<file path="src/rtl/switch_pkg.sv">
// switch_pkg: shared definitions for the switch output interface.
//   DATA_W / DEST_MSB / DEST_LSB : packet layout {dest[1:0], payload[5:0]}
//   PORT_*                       : destination encodings of the four outputs
//   sinkState_t                  : sink FSM states
//   lfsrStep()                   : one step of the 8-bit backpressure LFSR
package switch_pkg;

    localparam int DATA_W   = 8;
    localparam int DEST_MSB = 7;
    localparam int DEST_LSB = 6;

    localparam logic [1:0] PORT_NORTH = 2'b00;
    localparam logic [1:0] PORT_SOUTH = 2'b01;
    localparam logic [1:0] PORT_EAST  = 2'b10;
    localparam logic [1:0] PORT_WEST  = 2'b11;

    typedef enum logic [1:0] {
        ST_IDLE = 2'd0,
        ST_RUN  = 2'd1,
        ST_DONE = 2'd2
    } sinkState_t;

    // Fibonacci x^8+x^6+x^5+x^4+1, shift left, feedback into bit 0.
    // Kept here so the sink can look one step ahead of the register.
    function automatic logic [7:0] lfsrStep(input logic [7:0] q);
        return {q[6:0], q[7] ^ q[5] ^ q[4] ^ q[3]};
    endfunction

endpackage

</file>
<file path="src/rtl/switch_port_sink_lfsr8.sv">
// lfsr8: 8-bit Fibonacci LFSR used for pseudo-random backpressure.
//   clk, rst  : clock, synchronous active-low reset (reset value = seed)
//   load      : reload seed (takes priority over en)
//   en        : advance one step
//   seed      : start value, must be nonzero
//   q         : current LFSR value
module lfsr8
    import switch_pkg::*;
(
    input  logic       clk,
    input  logic       rst,
    input  logic       load,
    input  logic       en,
    input  logic [7:0] seed,
    output logic [7:0] q
);

    always_ff @(posedge clk) begin
        if (!rst)      q <= seed;
        else if (load) q <= seed;
        else if (en)   q <= lfsrStep(q);
    end

endmodule

</file>
<file path="src/rtl/switch_port_sink.sv">
// switch_port_sink: receive end of one switch output port.
//   clk, rst      : clock, synchronous active-low reset
//   i_start       : start/restart a run (ignored while running)
//   i_valid/i_data: switch master handshake and {dest, payload}
//   o_ready       : registered sink ready
//   i_bp_en       : enable random backpressure
//   i_bp_thresh   : ready only when lfsr >= thresh
//   o_pkt_count   : packets accepted this run (saturating)
//   o_err_count   : accepted packets failing a check (saturating)
//   o_last_data   : data of the most recent transfer
//   o_busy/o_done : FSM in RUN / DONE
//   o_timeout     : run ended on stall timeout, sticky until restart
module switch_port_sink
    import switch_pkg::*;
#(
    parameter logic [1:0] PORT_ID     = PORT_SOUTH,
    parameter int         PKT_LIMIT   = 100,
    parameter int         CNT_W       = 16,
    parameter int         TIMEOUT     = 1000,
    parameter logic [7:0] LFSR_SEED   = 8'hA5,
    parameter bit         CHK_PAYLOAD = 1'b0,
    parameter logic [5:0] EXP_PAYLOAD = 6'h25
) (
    input  logic              clk,
    input  logic              rst,
    input  logic              i_start,
    input  logic              i_valid,
    output logic              o_ready,
    input  logic [DATA_W-1:0] i_data,
    input  logic              i_bp_en,
    input  logic [7:0]        i_bp_thresh,
    output logic [CNT_W-1:0]  o_pkt_count,
    output logic [CNT_W-1:0]  o_err_count,
    output logic [DATA_W-1:0] o_last_data,
    output logic              o_busy,
    output logic              o_done,
    output logic              o_timeout
);

    localparam int STALL_W = $clog2(TIMEOUT + 1);
    localparam logic [STALL_W-1:0] STALL_MAX = STALL_W'(TIMEOUT - 1);

    sinkState_t         state;
    logic [STALL_W-1:0] stallCnt;
    logic [7:0]         lfsrQ;
    logic [7:0]         lfsrNext;
    logic               startRun;
    logic               xfer;
    logic               badPkt;
    logic               hitLimit;
    logic               readyNext;
    logic [CNT_W-1:0]   pktInc;
    logic [CNT_W-1:0]   errInc;

    assign startRun = i_start && (state != ST_RUN);
    assign xfer     = i_valid && o_ready;

    lfsr8 uLfsr (
        .clk  (clk),
        .rst  (rst),
        .load (startRun),
        .en   (state == ST_RUN),
        .seed (LFSR_SEED),
        .q    (lfsrQ)
    );

    // Value the LFSR register will hold after this edge, so the registered
    // ready always reflects the LFSR value it is paired with.
    always_comb begin
        lfsrNext = lfsrQ;
        if (startRun)             lfsrNext = LFSR_SEED;
        else if (state == ST_RUN) lfsrNext = lfsrStep(lfsrQ);
    end

    assign readyNext = !i_bp_en || (lfsrNext >= i_bp_thresh);

    always_comb begin
        badPkt = (i_data[DEST_MSB:DEST_LSB] != PORT_ID);
        if (CHK_PAYLOAD && (i_data[DEST_LSB-1:0] != EXP_PAYLOAD)) badPkt = 1'b1;
    end

    // Saturating increments.
    assign pktInc   = (&o_pkt_count) ? o_pkt_count : o_pkt_count + CNT_W'(1);
    assign errInc   = (&o_err_count) ? o_err_count : o_err_count + CNT_W'(1);
    assign hitLimit = (32'(pktInc) == 32'(PKT_LIMIT));

    always_ff @(posedge clk) begin
        if (!rst) begin
            state       <= ST_IDLE;
            o_ready     <= 1'b0;
            o_pkt_count <= '0;
            o_err_count <= '0;
            o_last_data <= '0;
            o_timeout   <= 1'b0;
            stallCnt    <= '0;
        end else begin
            case (state)
                ST_IDLE, ST_DONE: begin
                    if (i_start) begin
                        state       <= ST_RUN;
                        o_pkt_count <= '0;
                        o_err_count <= '0;
                        o_timeout   <= 1'b0;
                        stallCnt    <= '0;
                        o_ready     <= readyNext;
                    end else begin
                        o_ready <= 1'b0;
                    end
                end
                ST_RUN: begin
                    if (xfer) begin
                        o_pkt_count <= pktInc;
                        if (badPkt) o_err_count <= errInc;
                        o_last_data <= i_data;
                        stallCnt    <= '0;
                        // Drop ready right after the limit packet so no
                        // extra one is taken while already in DONE.
                        if (hitLimit) begin
                            state   <= ST_DONE;
                            o_ready <= 1'b0;
                        end else begin
                            o_ready <= readyNext;
                        end
                    end else if (stallCnt == STALL_MAX) begin
                        state     <= ST_DONE;
                        o_timeout <= 1'b1;
                        o_ready   <= 1'b0;
                    end else begin
                        stallCnt <= stallCnt + STALL_W'(1);
                        o_ready  <= readyNext;
                    end
                end
                default: begin
                    state   <= ST_IDLE;
                    o_ready <= 1'b0;
                end
            endcase
        end
    end

    assign o_busy = (state == ST_RUN);
    assign o_done = (state == ST_DONE);

endmodule

</file>
<file path="config.mk">
export PLATFORM = sky130hd
export DESIGN_NAME = switch_port_sink
export DESIGN_NICKNAME = d
export VERILOG_FILES = /design/src/rtl/switch_pkg.sv /design/src/rtl/switch_port_sink_lfsr8.sv /design/src/rtl/switch_port_sink.sv
export SDC_FILE = /design/constraint.sdc
export NUM_CORES = 1
export LEC_CHECK = 0
export ABC_AREA = 1
export BUFFER_PORTS_ARGS = -buffer_cell sky130_fd_sc_hd__buf_2
export CAP_MARGIN = 5
export CORE_AREA = 5 5 87 89
export CTS_CLUSTER_DIAMETER = 150
export CTS_CLUSTER_SIZE = 16
export DETAILED_ROUTE_END_ITERATION = 8
export DIE_AREA = 0 0 92 94
export HOLD_SLACK_MARGIN = 0.06
export PLACE_DENSITY_LB_ADDON = 0.1
export SLEW_MARGIN = 5
export SYNTH_ARGS = -nofsm -noshare
export SYNTH_HDL_FRONTEND = slang
export SYNTH_SLANG_ARGS = --single-unit
</file>
<file path="constraint.sdc">
create_clock -name clk -period 2.4 [get_ports clk]
set_input_delay 0.48 -clock clk [delete_from_list [all_inputs] [get_ports clk]]
set_output_delay 0.48 -clock clk [all_outputs]
set_load 0.05 [all_outputs]
</file>
Word-level counts from Yosys, hierarchy flattened
Cells that the tools add are included.

Logic and storage cells: 73. Register bits: 62. Output and inout port bits: 44. Bits of input ports: 21.

Add/subtract/negate cells: 3. Magnitude comparators: 1. Reduce and logical (&&, ||, !) cells: 15. Multiplexer cells: 28. Bitwise gates (word level): 3. Equality and inequality tests: 15.

Operators with widths (count): $mux 16 (6); $pmux 16 s2 (2); $add 16x1->16 const B (2); $reduce_and 16->1 (2); $mux 10 (3); $pmux 10 s2 (1); $eq 16x7->1 const B (1); $mux 8 (2); $add 10x1->10 const B (1); $eq 10x10->1 const B (1); $ne 2x1->1 const B (5); $reduce_and 3->1 (3); $ge 8x8->1 (1); $mux 2 (4); $mux 1 (7); $ne 2x2->1 const B (3); $reduce_and 5->1 (1); $pmux 1 s2 (2); $pmux 2 s2 (1); $reduce_and 4->1 (1); $ne 3x1->1 const B (1); $ne 3x2->1 const B (1); $ne 3x3->1 const B (1); $xor 1x1->1 (3); other kinds (9) (10).

Logic depth before layout (Yosys ltp)
Word-level depth: 10. Gate-level depth with buffers: 16. Depth with buffers taken out: 15.

Hierarchy
A second synthesis with hierarchy kept.

Cell total of the unflattened synthesis: 577. Area, all modules: 3802.4 µm².

Modules (own cells, without submodules): switch_port_sink (area an instance 3363.2 µm², instances 1, cells each 525, sequential area each 1081.0 µm²); lfsr8 (area an instance 439.2 µm², instances 1, cells each 52, sequential area each 240.2 µm²).

Least setup slack after synthesis
OpenSTA, ideal clock, no wires.

Path type: register to register. Start point: register o_pkt_count[0]. End point: register o_ready. Slack: 0.157 ns. Stages on the path, launching flop included: 16. Data required time: 2.289 ns. Path buffers: 1. Period minus slack after synthesis: 2.243 ns. Setup time: 0.111 ns. Data arrival time: 2.132 ns. Path through: dfxtp_1 -> ha_1 -> nand2_1 -> nor2_2 -> nand2_4 -> clkinv_2 -> nand2_4 -> buf_6 -> o21ai_2 -> nand2_1 -> nor2_1 -> nand3_1 -> nand2_1 -> nand3_1 -> nand2_2 -> nor2_2.

Longest elaborated chain between the ends: 6. Elaborated cells between the ends (all ways): 7. Those cells by class: add/sub: 1; eq/ne: 1; mux: 4; reduce/logical: 1.

Ends and longest elaborated chain: from (decl) (line switch_port_sink.sv:32) `output logic [CNT_W-1:0] o_pkt_count,`; from (signal assigned) (line switch_port_sink.sv:112) `o_pkt_count <= pktInc;`; $add 16x1->16 or $reduce_and 16->1 (tied branches) (line switch_port_sink.sv:83) `assign pktInc = (&o_pkt_count) ? o_pkt_count : o_pkt_count + CNT_W'(1);`; $mux 16 * (line switch_port_sink.sv:83); $eq 16x7->1 * (line switch_port_sink.sv:85) `assign hitLimit = (32'(pktInc) == 32'(PKT_LIMIT));`; $mux 1 * (line switch_port_sink.sv:118) `if (hitLimit) begin`; $mux 1 * (line switch_port_sink.sv:111) `if (xfer) begin`; $pmux 1 s2 * (line switch_port_sink.sv:97) `case (state)`; to (signal assigned) (line switch_port_sink.sv:105) `o_ready <= readyNext;`; to (signal assigned) (line switch_port_sink.sv:122) `o_ready <= readyNext;`; to (signal assigned) (line switch_port_sink.sv:130) `o_ready <= readyNext;`; to (decl) (line switch_port_sink.sv:28) `output logic o_ready,`.

Mark *: on every way between the ends. The rest lies on a longest branch, timed or not. A chain may end at the register's enable or synchronous reset.

Final worst setup path
Start point: register o_pkt_count[1]. End point: register o_ready.

Same word-level chain as after synthesis.

==> impl_metrics.csv <==
group,metric,value,unit
floorplanning,die_h,94,um
timing,maxSlewHeadroom,67.32,%
global_routing,gr-usage-all-layers,21.87,%
critical_path,crit_type,"register to register",
placement,dpl_cell_area,4001,sq um
global_routing,grt_max_degree,32,
critical_path,cp_data_required_time,2.64,ns
critical_path,max_stage_delay,0.46,ns
global_routing,grt_antenna_before_repair,0,
routing,route.vias.total,3665,
clock_tree,worst_setup_hold_path_clk_slew,0.07,ns
routing,routed_wirelength,8.973,mm
timing,max_freq,0.4708,GHz
global_routing,grt-ovfl-total,0,
synth,main_area_contributors_after_synthesis,"sky130_fd_sc_hd__dfxtp_1 (35%), sky130_fd_sc_hd__nand2_1 (16%), sky130_fd_sc_hd__nor2_1 (8.0%)",
clock_tree,htree_levels,3,
pwr,p_int,1621,uW
pwr,cellPowerDensity,537.3,nW/um^2
worst_hold_path,min-delay-start,"i_data[1]",
clock_tree,tritoncts_num_sinks,62,
critical_path,critPathCaptureType,"register",
synth,synth_warnings,0,
synth,syn_area_per_cell,6.522,sq um
pwr,share_seq_of_total_power,47.6,%
floorplanning,rows,30,
cells_and_area,num-fill-cells,644,
synth,yosys.cell_types.count,35,
timing,worst_hold_slack,0.3576,ns
timing,report.final.setup_viol,0,
pwr,ir_worst_vdd,0.3789,mV
placement,detailedPlacementHpwl,6.733,mm
global_routing,grt_pass1_vias,3489,
cells_and_area,design_area,4182,sq um
routing,routed_via_density,5.221,
timing,rsz0062_at_grt,"false",
critical_path,critPathMaxFanout,6,
placement,globalplace.congestion,0.9049,
pwr,portion_of_total_power_attributed_to_combinational_logic,13.8,%
floorplanning,die_x,92,um
critical_path,cp_dominant_cell_by_count,"sky130_fd_sc_hd__nand3_1",
critical_path,critical_path_buf_inv_count,1,
routing,drtPass1Iterations,4,
synth,synth.net_count,583,
synth,async_reset_ff_share,0,%
placement,port-buffer-count,64,
clock_tree,insertion_delay,0.34,ns
critical_path,critical_path.cell_chain,"ha_2 > nand3_1 > nor2_1 > nand3_1 > nand2_1 > nand2_1 > inv_1 > nand3_1 > nor2_1 > nand3_1 > nand2_1 > nand3_1 > nand2_2 > nor2_2",
timing,worst-slew-pin-transition,0.4884,ns
critical_path,crit_path_top_delay_cell,"sky130_fd_sc_hd__dfxtp_1",
global_routing,first_pass_grt_wire_length,15.26,mm
synth,netlist_area,3593,sq um
pwr,power.leakage,0.001881,uW
timing,setup-tns-final,0,ns
critical_path,timing.critical_path.from,"o_pkt_count[1]",
outcome,status,"completed",
cells_and_area,layout.cells.most_common_list,"sky130_fd_sc_hd__nand2_1 (152), sky130_fd_sc_hd__nor2_1 (77), sky130_fd_sc_hd__buf_2 (64), sky130_fd_sc_hd__dfxtp_1 (62), sky130_fd_sc_hd__a21oi_1 (49)",
clock_tree,tritoncts.num_buffers,9,
pwr,swShare,27.84,%
timing,final.period_utilization,88.50,%
floorplanning,start_util,53.78,%
synth,flip_flop_and_latch_count_after_synthesis,62,
timing,final.setup_skew,0.005996,ns
routing,antenna_violating_nets_post_route,0,
routing,post_drt_wl_per_cell,12.78,um
synth,post-synth-top-area-fraction,34.54,%
critical_path,crit_family,"simple AND/OR/NAND/NOR gates",
timing,final_hold_viol_count,0,
clock_tree,tritoncts_clock_tree,"built",
synth,post-synth-top-area-cell,"sky130_fd_sc_hd__dfxtp_1",
floorplanning,core_area,6681,sq um
cells_and_area,layout-area-overhead-vs-synth,16.36,%
clock_tree,ctsLongestPathBuffers,2,
routing,detailed_route_drc_error_count,0,
timing,timing.final.max_slew_violations,0,
floorplanning,area_enclosed_by_the_die_boundary,8648,sq um
synth,seq_area_frac_synth,34.54,%
synth,cells_after_synth,551,
critical_path,data_arrival_critical_path,2.37,ns
cells_and_area,post_route_cells_drive_above_1_share,19.29,%
cells_and_area,nNetsFinal,651,
cells_and_area,layout.cells.most_common,"sky130_fd_sc_hd__nand2_1",
floorplanning,io_pins,65,
pwr,p_clk_share,38.5,%
pwr,power.total,2247,uW
critical_path,timing.rr.start,"o_pkt_count[1]",
cells_and_area,antenna_cells,0,
job,maxCapViolCount,0,
timing,min_period,2.124,ns
routing,detailedRoute.firstIterationViolations,169,
clock_tree,cts.root.buffer_cell,"sky130_fd_sc_hd__clkbuf_8",
synth,number_of_enable_type_register_cells_in_the_synthesized_netlist,0,
critical_path,worstSetupStartpointType,"register",
worst_hold_path,timing.hold.worst.class,"input pin to register",
synth,postSynth.topFlopCell,"sky130_fd_sc_hd__dfxtp_1",
pwr,switching_power,625.5,uW
clock_tree,cts_setup_buffers,0,
-- worst min-delay path: stages --
cell,delay (ns)
sky130_fd_sc_hd__buf_2,0.07
sky130_fd_sc_hd__nor2_1,0.03
sky130_fd_sc_hd__nor2_1,0.08
-- repair_timing --
| item | CTS | global route |
|---|---|---|
| gates resized for setup | 0 | 2 |
| hold buffers | 0 | 0 |
| setup endpoints to repair | 0 | 4 |
-- cell usage after synthesis (2+ instances only) --
library cell / instances
sky130_fd_sc_hd__dfxtp_1: 62
sky130_fd_sc_hd__nor2_2: 6
sky130_fd_sc_hd__inv_2: 9
sky130_fd_sc_hd__clkbuf_1: 9
sky130_fd_sc_hd__nand2_4: 2
sky130_fd_sc_hd__nand3_1: 34
sky130_fd_sc_hd__inv_1: 46
sky130_fd_sc_hd__xor2_1: 13
sky130_fd_sc_hd__a21oi_1: 49
sky130_fd_sc_hd__nor3b_1: 2
sky130_fd_sc_hd__o21bai_1: 5
sky130_fd_sc_hd__or2_2: 3
sky130_fd_sc_hd__nand4_1: 10
sky130_fd_sc_hd__nor3_1: 6
sky130_fd_sc_hd__nor2_1: 77
sky130_fd_sc_hd__nand2_1: 152
sky130_fd_sc_hd__o21ai_0: 23
sky130_fd_sc_hd__nand2_2: 6
sky130_fd_sc_hd__a21oi_2: 2
sky130_fd_sc_hd__buf_2: 4
sky130_fd_sc_hd__o22ai_1: 2
sky130_fd_sc_hd__ha_1: 11
sky130_fd_sc_hd__xnor2_1: 2
sky130_fd_sc_hd__o21ai_1: 3
sky130_fd_sc_hd__nor2_4: 3
-- layer usage --
metal  wire [um]  GRT usage [%]
met5           0              0
met1        3924          25.67
met2        4439          38.44
met4         191          9.158
met3         418          4.808
-- sequential cells by signal, indices dropped and copies added (netlist names) --
register / cells
o_err_count: 16
o_last_data: 8
o_pkt_count: 16
o_ready: 1
o_timeout: 1
stallCnt: 10
state: 2
uLfsr.q: 8
-- cell type report --
type / instances / area (sq um) / share of cell area (%)
Inverter: 57 / 215.2 / 5.147
Sequential cell: 62 / 1241 / 29.68
Clock inverter: 2 / 35.03 / 0.8378
Clock buffer: 12 / 135.1 / 3.232
Multi-Input combinational cell: 417 / 2074 / 49.61
Tap cell: 80 / 100.1 / 2.394
Timing Repair Buffer: 72 / 380.4 / 9.096
-- cell families after synthesis --
group,count (synthesis),share of synthesized area [%]
AND/OR/NAND/NOR,305,37.12
AO/OA/AOI/OAI,86,12.85
buffers and inverters,72,8.008
flip-flops,62,34.54
XOR/XNOR,15,3.656
adder cells (fa/ha/maj),11,3.830
-- worst paths after layout --
kind                          to  slack [ns]  cells after the start
hold reg to reg      stallCnt[2]        0.47                      2
setup / recovery         o_ready        0.28                     14
hold / removal    o_last_data[1]        0.36                      3
setup reg to reg         o_ready        0.28                     14
-- per-stage QoR --
stage | setup slack [ns] | cells | util, %
3_5_place_dp | 0.2062 | 688 | 59.89
4_1_cts | 0.2062 | 702 | 62.43
2_1_floorplan | 0.1573 | 551 | -
3_3_place_gp | 0.2773 | 688 | 59.89
6_report | 0.2760 | 702 | 62.58
5_1_grt | 0.003373 | 702 | 62.58
-- power groups by stage --
stage / Clock [uW] / Sequential, uW / Combinational (uW)
2_1_floorplan: 0 / 1110 / 204
3_3_place_gp: 0 / 1090 / 302
3_5_place_dp: 0 / 1090 / 312
4_1_cts: 887 / 1070 / 312
5_1_grt: 927 / 1070 / 352
6_report: 866 / 1070 / 311
Note: power is estimated with default switching activity, not from simulation.
